## src/rtl/dmem_pkg.sv

```systemverilog
// Shared encodings for the data-memory load/store bridge: access sizes,
// controller states, byte-strobe patterns and the alignment legality check.
package dmem_pkg;

  localparam logic [2:0] MASK_B  = 3'b000;
  localparam logic [2:0] MASK_H  = 3'b001;
  localparam logic [2:0] MASK_W  = 3'b010;
  localparam logic [2:0] MASK_BU = 3'b100;
  localparam logic [2:0] MASK_HU = 3'b101;

  localparam logic [3:0] STRB_NONE = 4'b0000;
  localparam logic [3:0] STRB_B    = 4'b0001;
  localparam logic [3:0] STRB_H    = 4'b0011;
  localparam logic [3:0] STRB_W    = 4'b1111;

  typedef enum logic [1:0] {
    ST_IDLE = 2'd0,
    ST_REQ  = 2'd1,
    ST_WAIT = 2'd2,
    ST_DONE = 2'd3
  } dmem_state_e;

  // Legal size encoding with natural alignment for that size.
  function automatic logic access_ok(input logic [2:0] mask, input logic [1:0] addr_lo);
    logic ok;
    case (mask)
      MASK_B, MASK_BU: ok = 1'b1;
      MASK_H, MASK_HU: ok = ~addr_lo[0];
      MASK_W:          ok = (addr_lo == 2'b00);
      default:         ok = 1'b0;
    endcase
    return ok;
  endfunction

endpackage

```

## src/rtl/dmem_align.sv

```systemverilog
// Byte-lane steering: store strobes and data replication, and load lane
// extraction with sign or zero extension.
module dmem_align
  import dmem_pkg::*;
(
  input  logic [2:0]  mask,
  input  logic [1:0]  addr_lo,
  input  logic [31:0] wdata,
  input  logic [31:0] rdata,
  output logic [3:0]  strb,
  output logic [31:0] wdata_rep,
  output logic [31:0] rdata_ext
);

  logic [7:0]  byte_s;
  logic [15:0] half_s;

  // Select the addressed byte and halfword out of the returned word.
  always_comb begin
    byte_s = 8'h00;
    case (addr_lo)
      2'b00:   byte_s = rdata[7:0];
      2'b01:   byte_s = rdata[15:8];
      2'b10:   byte_s = rdata[23:16];
      2'b11:   byte_s = rdata[31:24];
      default: byte_s = 8'h00;
    endcase
    if (addr_lo[1]) begin
      half_s = rdata[31:16];
    end else begin
      half_s = rdata[15:0];
    end
  end

  // Store strobes and replicated write data, plus extended load data.
  always_comb begin
    strb      = STRB_NONE;
    wdata_rep = wdata;
    rdata_ext = 32'h0000_0000;
    case (mask)
      MASK_B, MASK_BU: begin
        strb      = STRB_B << addr_lo;
        wdata_rep = {4{wdata[7:0]}};
      end
      MASK_H, MASK_HU: begin
        strb      = STRB_H << {addr_lo[1], 1'b0};
        wdata_rep = {2{wdata[15:0]}};
      end
      MASK_W: begin
        strb      = STRB_W;
        wdata_rep = wdata;
      end
      default: begin
        strb      = STRB_NONE;
        wdata_rep = wdata;
      end
    endcase
    case (mask)
      MASK_B:  rdata_ext = {{24{byte_s[7]}}, byte_s};
      MASK_BU: rdata_ext = {24'h00_0000, byte_s};
      MASK_H:  rdata_ext = {{16{half_s[15]}}, half_s};
      MASK_HU: rdata_ext = {16'h0000, half_s};
      MASK_W:  rdata_ext = rdata;
      default: rdata_ext = 32'h0000_0000;
    endcase
  end

endmodule

```

## src/rtl/dmem_ctrl.sv

```systemverilog
// Data-memory bridge between the core's load/store port and a valid/ready
// word bus: one bus transaction per access, core stalled until it completes.
module dmem_ctrl
  import dmem_pkg::*;
#(
  parameter int TIMEOUT = 255
) (
  input  logic        clk_i,
  input  logic        reset_i,
  input  logic        core_req_i,
  input  logic        core_wen_i,
  input  logic [31:0] core_addr_i,
  input  logic [31:0] core_wdata_i,
  input  logic [2:0]  core_mask_i,
  output logic [31:0] core_rdata_o,
  output logic        core_stall_o,
  output logic        core_err_o,
  output logic        bus_valid_o,
  input  logic        bus_ready_i,
  output logic        bus_we_o,
  output logic [31:0] bus_addr_o,
  output logic [31:0] bus_wdata_o,
  output logic [3:0]  bus_strb_o,
  input  logic        bus_rvalid_i,
  input  logic [31:0] bus_rdata_i
);

  localparam int              CNT_W    = (TIMEOUT > 1) ? $clog2(TIMEOUT + 1) : 1;
  localparam logic [CNT_W-1:0] CNT_LAST = CNT_W'((TIMEOUT > 0) ? (TIMEOUT - 1) : 0);
  localparam logic            TMO_EN   = (TIMEOUT > 0);

  dmem_state_e      state_r, state_next_s;
  logic [31:0]      addr_r, wdata_r, rdata_r;
  logic [2:0]       mask_r;
  logic             wen_r, tmo_err_r;
  logic [CNT_W-1:0] cnt_r;

  logic [3:0]  strb_s;
  logic [31:0] wdata_rep_s, rdata_ext_s;
  logic        ok_s, accept_s, reject_s, handshake_s, capture_s, tmo_hit_s;

  assign ok_s = access_ok(core_mask_i, core_addr_i[1:0]);

  dmem_align u_align (
    .mask      (mask_r),
    .addr_lo   (addr_r[1:0]),
    .wdata     (wdata_r),
    .rdata     (bus_rdata_i),
    .strb      (strb_s),
    .wdata_rep (wdata_rep_s),
    .rdata_ext (rdata_ext_s)
  );

  // Next-state decode; a completing handshake or read beat wins over timeout.
  always_comb begin
    state_next_s = state_r;
    accept_s     = 1'b0;
    reject_s     = 1'b0;
    handshake_s  = 1'b0;
    capture_s    = 1'b0;
    tmo_hit_s    = 1'b0;
    case (state_r)
      ST_IDLE: begin
        if (core_req_i && !reset_i && ok_s) begin
          accept_s     = 1'b1;
          state_next_s = ST_REQ;
        end else if (core_req_i && !reset_i) begin
          reject_s     = 1'b1;
          state_next_s = ST_IDLE;
        end else begin
          state_next_s = ST_IDLE;
        end
      end
      ST_REQ: begin
        if (bus_ready_i) begin
          handshake_s  = 1'b1;
          state_next_s = wen_r ? ST_DONE : ST_WAIT;
        end else if (TMO_EN && (cnt_r == CNT_LAST)) begin
          tmo_hit_s    = 1'b1;
          state_next_s = ST_DONE;
        end else begin
          state_next_s = ST_REQ;
        end
      end
      ST_WAIT: begin
        if (bus_rvalid_i) begin
          capture_s    = 1'b1;
          state_next_s = ST_DONE;
        end else if (TMO_EN && (cnt_r == CNT_LAST)) begin
          tmo_hit_s    = 1'b1;
          state_next_s = ST_DONE;
        end else begin
          state_next_s = ST_WAIT;
        end
      end
      ST_DONE: state_next_s = ST_IDLE;
      default: state_next_s = ST_IDLE;
    endcase
  end

  // Core-facing and bus-facing outputs; bus side is quiet outside REQ.
  always_comb begin
    core_stall_o = accept_s || (state_r == ST_REQ) || (state_r == ST_WAIT);
    core_err_o   = reject_s || ((state_r == ST_DONE) && tmo_err_r);
    core_rdata_o = reject_s ? 32'h0000_0000 : rdata_r;
    bus_valid_o  = (state_r == ST_REQ);
    bus_we_o     = (state_r == ST_REQ) && wen_r;
    if (state_r == ST_REQ) begin
      bus_addr_o  = {addr_r[31:2], 2'b00};
      bus_wdata_o = wdata_rep_s;
    end else begin
      bus_addr_o  = 32'h0000_0000;
      bus_wdata_o = 32'h0000_0000;
    end
    if ((state_r == ST_REQ) && wen_r) begin
      bus_strb_o = strb_s;
    end else begin
      bus_strb_o = STRB_NONE;
    end
  end

  // State register.
  always_ff @(posedge clk_i or posedge reset_i) begin
    if (reset_i) begin
      state_r <= ST_IDLE;
    end else begin
      state_r <= state_next_s;
    end
  end

  // Access latches, captured once when the core request is accepted.
  always_ff @(posedge clk_i or posedge reset_i) begin
    if (reset_i) begin
      addr_r  <= 32'h0000_0000;
      wdata_r <= 32'h0000_0000;
      mask_r  <= 3'b000;
      wen_r   <= 1'b0;
    end else if (accept_s) begin
      addr_r  <= core_addr_i;
      wdata_r <= core_wdata_i;
      mask_r  <= core_mask_i;
      wen_r   <= core_wen_i;
    end else begin
      addr_r  <= addr_r;
      wdata_r <= wdata_r;
      mask_r  <= mask_r;
      wen_r   <= wen_r;
    end
  end

  // Timeout counter restarts per phase so REQ and WAIT each get the full budget.
  always_ff @(posedge clk_i or posedge reset_i) begin
    if (reset_i) begin
      cnt_r <= '0;
    end else if (accept_s || handshake_s) begin
      cnt_r <= '0;
    end else if ((state_r == ST_REQ) || (state_r == ST_WAIT)) begin
      cnt_r <= cnt_r + 1'b1;
    end else begin
      cnt_r <= cnt_r;
    end
  end

  // Load result register and the registered timeout error reported in DONE.
  always_ff @(posedge clk_i or posedge reset_i) begin
    if (reset_i) begin
      rdata_r   <= 32'h0000_0000;
      tmo_err_r <= 1'b0;
    end else begin
      tmo_err_r <= tmo_hit_s;
      if (capture_s) begin
        rdata_r <= rdata_ext_s;
      end else if (tmo_hit_s || reject_s) begin
        rdata_r <= 32'h0000_0000;
      end else begin
        rdata_r <= rdata_r;
      end
    end
  end

endmodule

```

## config.mk

```make
export PLATFORM = sky130hd
export DESIGN_NAME = dmem_ctrl
export DESIGN_NICKNAME = d
export VERILOG_FILES = /design/src/rtl/dmem_pkg.sv /design/src/rtl/dmem_align.sv /design/src/rtl/dmem_ctrl.sv
export SDC_FILE = /design/constraint.sdc
export NUM_CORES = 1
export LEC_CHECK = 0
export CAP_MARGIN = 5
export CORE_MARGIN = 4
export CORE_UTILIZATION = 45
export CTS_CLUSTER_SIZE = 40
export DETAILED_ROUTE_END_ITERATION = 16
export GPL_TIMING_DRIVEN = 0
export PLACE_DENSITY_LB_ADDON = 0.3
export SYNTH_ARGS = -nofsm -noshare
export SYNTH_HDL_FRONTEND = slang
export SYNTH_SLANG_ARGS = --single-unit
```

## constraint.sdc

```tcl
create_clock -name clk_i -period 5.1 [get_ports clk_i]
set_clock_uncertainty 0.05 [all_clocks]
set_input_delay 1.02 -clock clk_i [delete_from_list [all_inputs] [get_ports clk_i]]
set_output_delay 1.02 -clock clk_i [all_outputs]
set_load 0.05 [all_outputs]
```

==> results list, run 1 <==
* Run status: completed
* Clock H-tree levels: 3
- Row count: 41
- CTS Sinks: 111
- Shortest period the worst path allows: 4760 ps
* Share of Yosys cell area claimed by the top area cell type: 47.5%
* Count of nets left with antenna violations after detail routing: 0
- Clock root buffer: sky130_fd_sc_hd__clkbuf_16
- In this run the number of cells on the critical path is 6.
* Setup_tns: 0 ps
- Instance count of the mapped netlist: 516
- Via count of the first global-routing pass: 5,064
* Signed area change from the synthesized netlist to the final layout: 44.5%
- At the end of routability-driven placement, the weighted congestion stood at 0.903.
- Routed len/inst: 18.6 µm
- Die height: 122 µm
* Crit path cell chain: clkdlybuf4s50_1 > a21oi_1 > nor3_2 > clkbuf_1 > a21o_1 > clkdlybuf4s50_1
- Initial antenna violation count: 0
* Commonest cells after routing, fill and taps aside: sky130_fd_sc_hd__clkdlybuf4s50_1 (206), sky130_fd_sc_hd__dfrtp_1 (111), sky130_fd_sc_hd__mux2_2 (77)
* Worst-path clk slew: 80 ps
- Worst ir drop on vdd: 0.000412 V
* Number of port buffers: 206
- Worst Reg2Reg Path Length in Cells: 7
- The largest total area in the synthesized netlist belongs to sky130_fd_sc_hd__dfrtp_1.
- STA puts the critical path data required time at 4030 ps.
* Largest stage delay, worst path: 800 ps
* Unrepaired setup endpoints after global routing: no
- Cell with the largest stage delay on the worst path: sky130_fd_sc_hd__clkdlybuf4s50_1
- Along the worst path, the maximum fanout reaches 10.
- The number of gates resized after CTS was 0.
- Counting tap cells, the placed design contains a total of 896 instances.
* Buffer depth of the longest clock path: 2
- CTS tree: yes
- Most common cell after layout, fill and taps aside: sky130_fd_sc_hd__clkdlybuf4s50_1
- IO Pins: 209
- Synthesis instantiated 44 different standard cells from the library.
- Startpoint of the most critical setup path: core_addr_i[0]
- Wires add up to 16,900 µm.
- Power density over cell area: 655 nW/µm²
- Post-detailed-route via-to-cell ratio: 5.28
* Number of hold-slack violations in the final timing report: 0
- DRC marker count from the first detailed-route iteration: 265
- The first TritonRoute pass finished after 4 iterations.
- Fill cells in the final layout number 1,002.
* Layout Cells excl Fill: 912
- Summing all multi-input logic gate instances after layout gives 2860 µm².
- In this run, CTS created clock tree buffers numbering 9.
- Pin slew with the least headroom to its limit: 830 ps
- In this run the most critical hold path is launched from rdata_r[12].
* Post-route clock period utilization: 93.3%
* Syn Std Cell Area: 5840 µm²
- Endpoint class of the critical path: output pin
* Area of the die: 14,900 µm²
- Timing would allow up to 210 MHz.
* Hold buffers post-CTS: 0
- Relative slew margins: 44.6%
* Average footprint of a synthesized cell: 11.3 µm²
- Total core area: 12,700 µm²
* Worst-case register-to-register setup slack: 2800 ps
* Count of endpoints failing setup in the final report: 0
* Width of the chip: 122 µm
* Post-route DRC violation count: 0
- For this run the aggregate overflow at the end of global routing stands at 0.
- Once the floorplan was initialized, standard cells occupied 46.1% of the core.
* Destination of the worst register-to-register timing path: rdata_r[25]
- Flip-flop and latch area: 2780 µm²
- The critical path is of the input pin to output pin type.
* Top cell family by delay on the critical path: buffers and inverters
- Class of the tightest hold or removal check: register to register
- Yosys printed 0 warnings.
- Global Route Usage Sum: 22.9%
* Post-DP HPWL: 13,100 µm
* R2r startpoint: state_r[0]
* Leakage: 3.63 nW
- Synthesis inferred 111 register bits.
- The first global-routing pass estimated 26,400 µm of wire.
* Sequential share of the synthesized area: 47.5%
- The number of setup buffers added after CTS is 0.
- Of the cells placed in the final design, the portion with a size suffix greater than 1 is 17.2%.
* CP arrival: 3690 ps
- CP endpoint: core_err_o
* Clock latency reported for the late side of the worst-skew pair: 350 ps
- Across the run, the number of max-cap violations was 0.
* Most common cell on crit path: sky130_fd_sc_hd__clkdlybuf4s50_1
* Fraction of registers with async set/reset: 100%
* Predominant post-synthesis flop cell: sky130_fd_sc_hd__dfrtp_1
- STA classifies the critical path startpoint as an input pin.
* Synth top area cells: sky130_fd_sc_hd__dfrtp_1 (48%), sky130_fd_sc_hd__mux2_2 (15%), sky130_fd_sc_hd__and2_1 (5.1%), sky130_fd_sc_hd__nor2b_1 (4.6%), sky130_fd_sc_hd__mux2i_1 (3.1%)
- Antenna cells: 0
- Entering global routing, the biggest net connects 66 pins.
* Number of buffers and inverters on the critical path: 3
- The final-report max-slew violation count is 0.
- Vias: 4,813
- Final net count: 847
- Post-synth EDFFs: 0
-- synth_stat cells, types with 3 or more instances --
cell type,n
sky130_fd_sc_hd__a21boi_0,8
sky130_fd_sc_hd__a21o_1,9
sky130_fd_sc_hd__a21oi_1,11
sky130_fd_sc_hd__a221o_1,16
sky130_fd_sc_hd__a222oi_1,7
sky130_fd_sc_hd__a22oi_1,9
sky130_fd_sc_hd__and2_1,48
sky130_fd_sc_hd__buf_2,15
sky130_fd_sc_hd__buf_4,3
sky130_fd_sc_hd__clkbuf_1,19
sky130_fd_sc_hd__dfrtp_1,111
sky130_fd_sc_hd__ha_1,7
sky130_fd_sc_hd__inv_1,6
sky130_fd_sc_hd__mux2_2,77
sky130_fd_sc_hd__mux2i_1,18
sky130_fd_sc_hd__nand2_1,32
sky130_fd_sc_hd__nand2b_1,3
sky130_fd_sc_hd__nor2_1,19
sky130_fd_sc_hd__nor2b_1,43
sky130_fd_sc_hd__o21ai_0,11
sky130_fd_sc_hd__o2bb2ai_1,8
sky130_fd_sc_hd__xnor2_1,4
sky130_fd_sc_hd__xor2_1,3
-- flip-flops by register name, indices dropped and copies added (netlist names), named ones only --
signal / flops
wdata_r: 32
cnt_r: 8
mask_r: 3
tmo_err_r: 1
wen_r: 1
rdata_r: 32
addr_r: 32
state_r: 1
-- routing by layer --
layer,GRT usage [%],routed length (µm),vias to the layer above
met4,7.49,351,0
met2,38.8,8240,184
met5,0,0,-
li1,-,-,2250
met3,7.10,1440,20
met1,28.0,6880,2359
-- cell type report --
type                    count  share of cell area [%]
clock buffers              10                    2.71
plain buffers              39                    2.27
flip-flops and latches    111                    32.9
repair buffers            207                    24.7
clock inverters             6                   0.726
inverters                   6                   0.296
multi-input cells         361                    33.8
well taps                 172                    2.55
-- report_power, final --
group          total (W)  internal [W]  switching (W)
clock network   0.000700      0.000380       0.000321
registers        0.00152       0.00127       0.000250
logic            0.00331       0.00130        0.00201
total            0.00553       0.00295        0.00258
-- through the flow --
step	util (%)	total power (W)	setup slack [ps]	instance area, µm²	hold slack [ps]
finish	66.6	0.00553	343	8440	426
global route	66.6	0.00583	199	8440	462
CTS	66.6	0.00557	319	8440	428
detailed placement	64.4	0.00484	325	8150	410
global placement	64.1	0.00477	-478	8120	411
floorplan	-	0.00378	1080	5850	392
-- worst register-to-register path: stages (launching register included) --
cell and delay (ps):
sky130_fd_sc_hd__dfrtp_1 430, sky130_fd_sc_hd__inv_1 120, sky130_fd_sc_hd__ha_1 170, sky130_fd_sc_hd__nand3b_1 110
sky130_fd_sc_hd__nor3_2 620, sky130_fd_sc_hd__nor3b_4 140, sky130_fd_sc_hd__buf_6 190, sky130_fd_sc_hd__a221o_1 340
-- cells by family (layout without fill, tap and decap cells) --
logic type / Yosys count / count (layout) / share of synthesized area (%)
buffers and inverters: 45 / 268 / 3.66
adder cells (fa/ha/maj): 7 / 7 / 1.50
other: 1 / 2 / 0.0642
multiplexers: 96 / 96 / 18.3
AND/OR/NAND/NOR: 163 / 163 / 16.2
AO/OA/AOI/OAI: 86 / 86 / 11.7
XOR/XNOR: 7 / 7 / 1.05
flip-flops: 111 / 111 / 47.5
-- worst min-delay path by stage --
stage               slack, ps  depth (start not counted)           to
floorplan                 390                          1  rdata_r[10]
global placement          410                          1  rdata_r[11]
detailed placement        410                          1  rdata_r[12]
CTS                       430                          1  rdata_r[12]
global route              460                          1   rdata_r[8]
finish                    430                          1  rdata_r[12]
Power figures use the tool's default switching activity.
==> run 2: changes to the inputs <==
--- a/config.mk
+++ b/config.mk
@@ -10,6 +10,7 @@
 export CORE_UTILIZATION = 45
 export CTS_CLUSTER_SIZE = 40
 export DETAILED_ROUTE_END_ITERATION = 16
+export GPL_ROUTABILITY_DRIVEN = 0
 export GPL_TIMING_DRIVEN = 0
 export PLACE_DENSITY_LB_ADDON = 0.3
 export SYNTH_ARGS = -nofsm -noshare
==> results of run 2 <==
No change in the layout: final DEF, timing and power equal those of run 1.
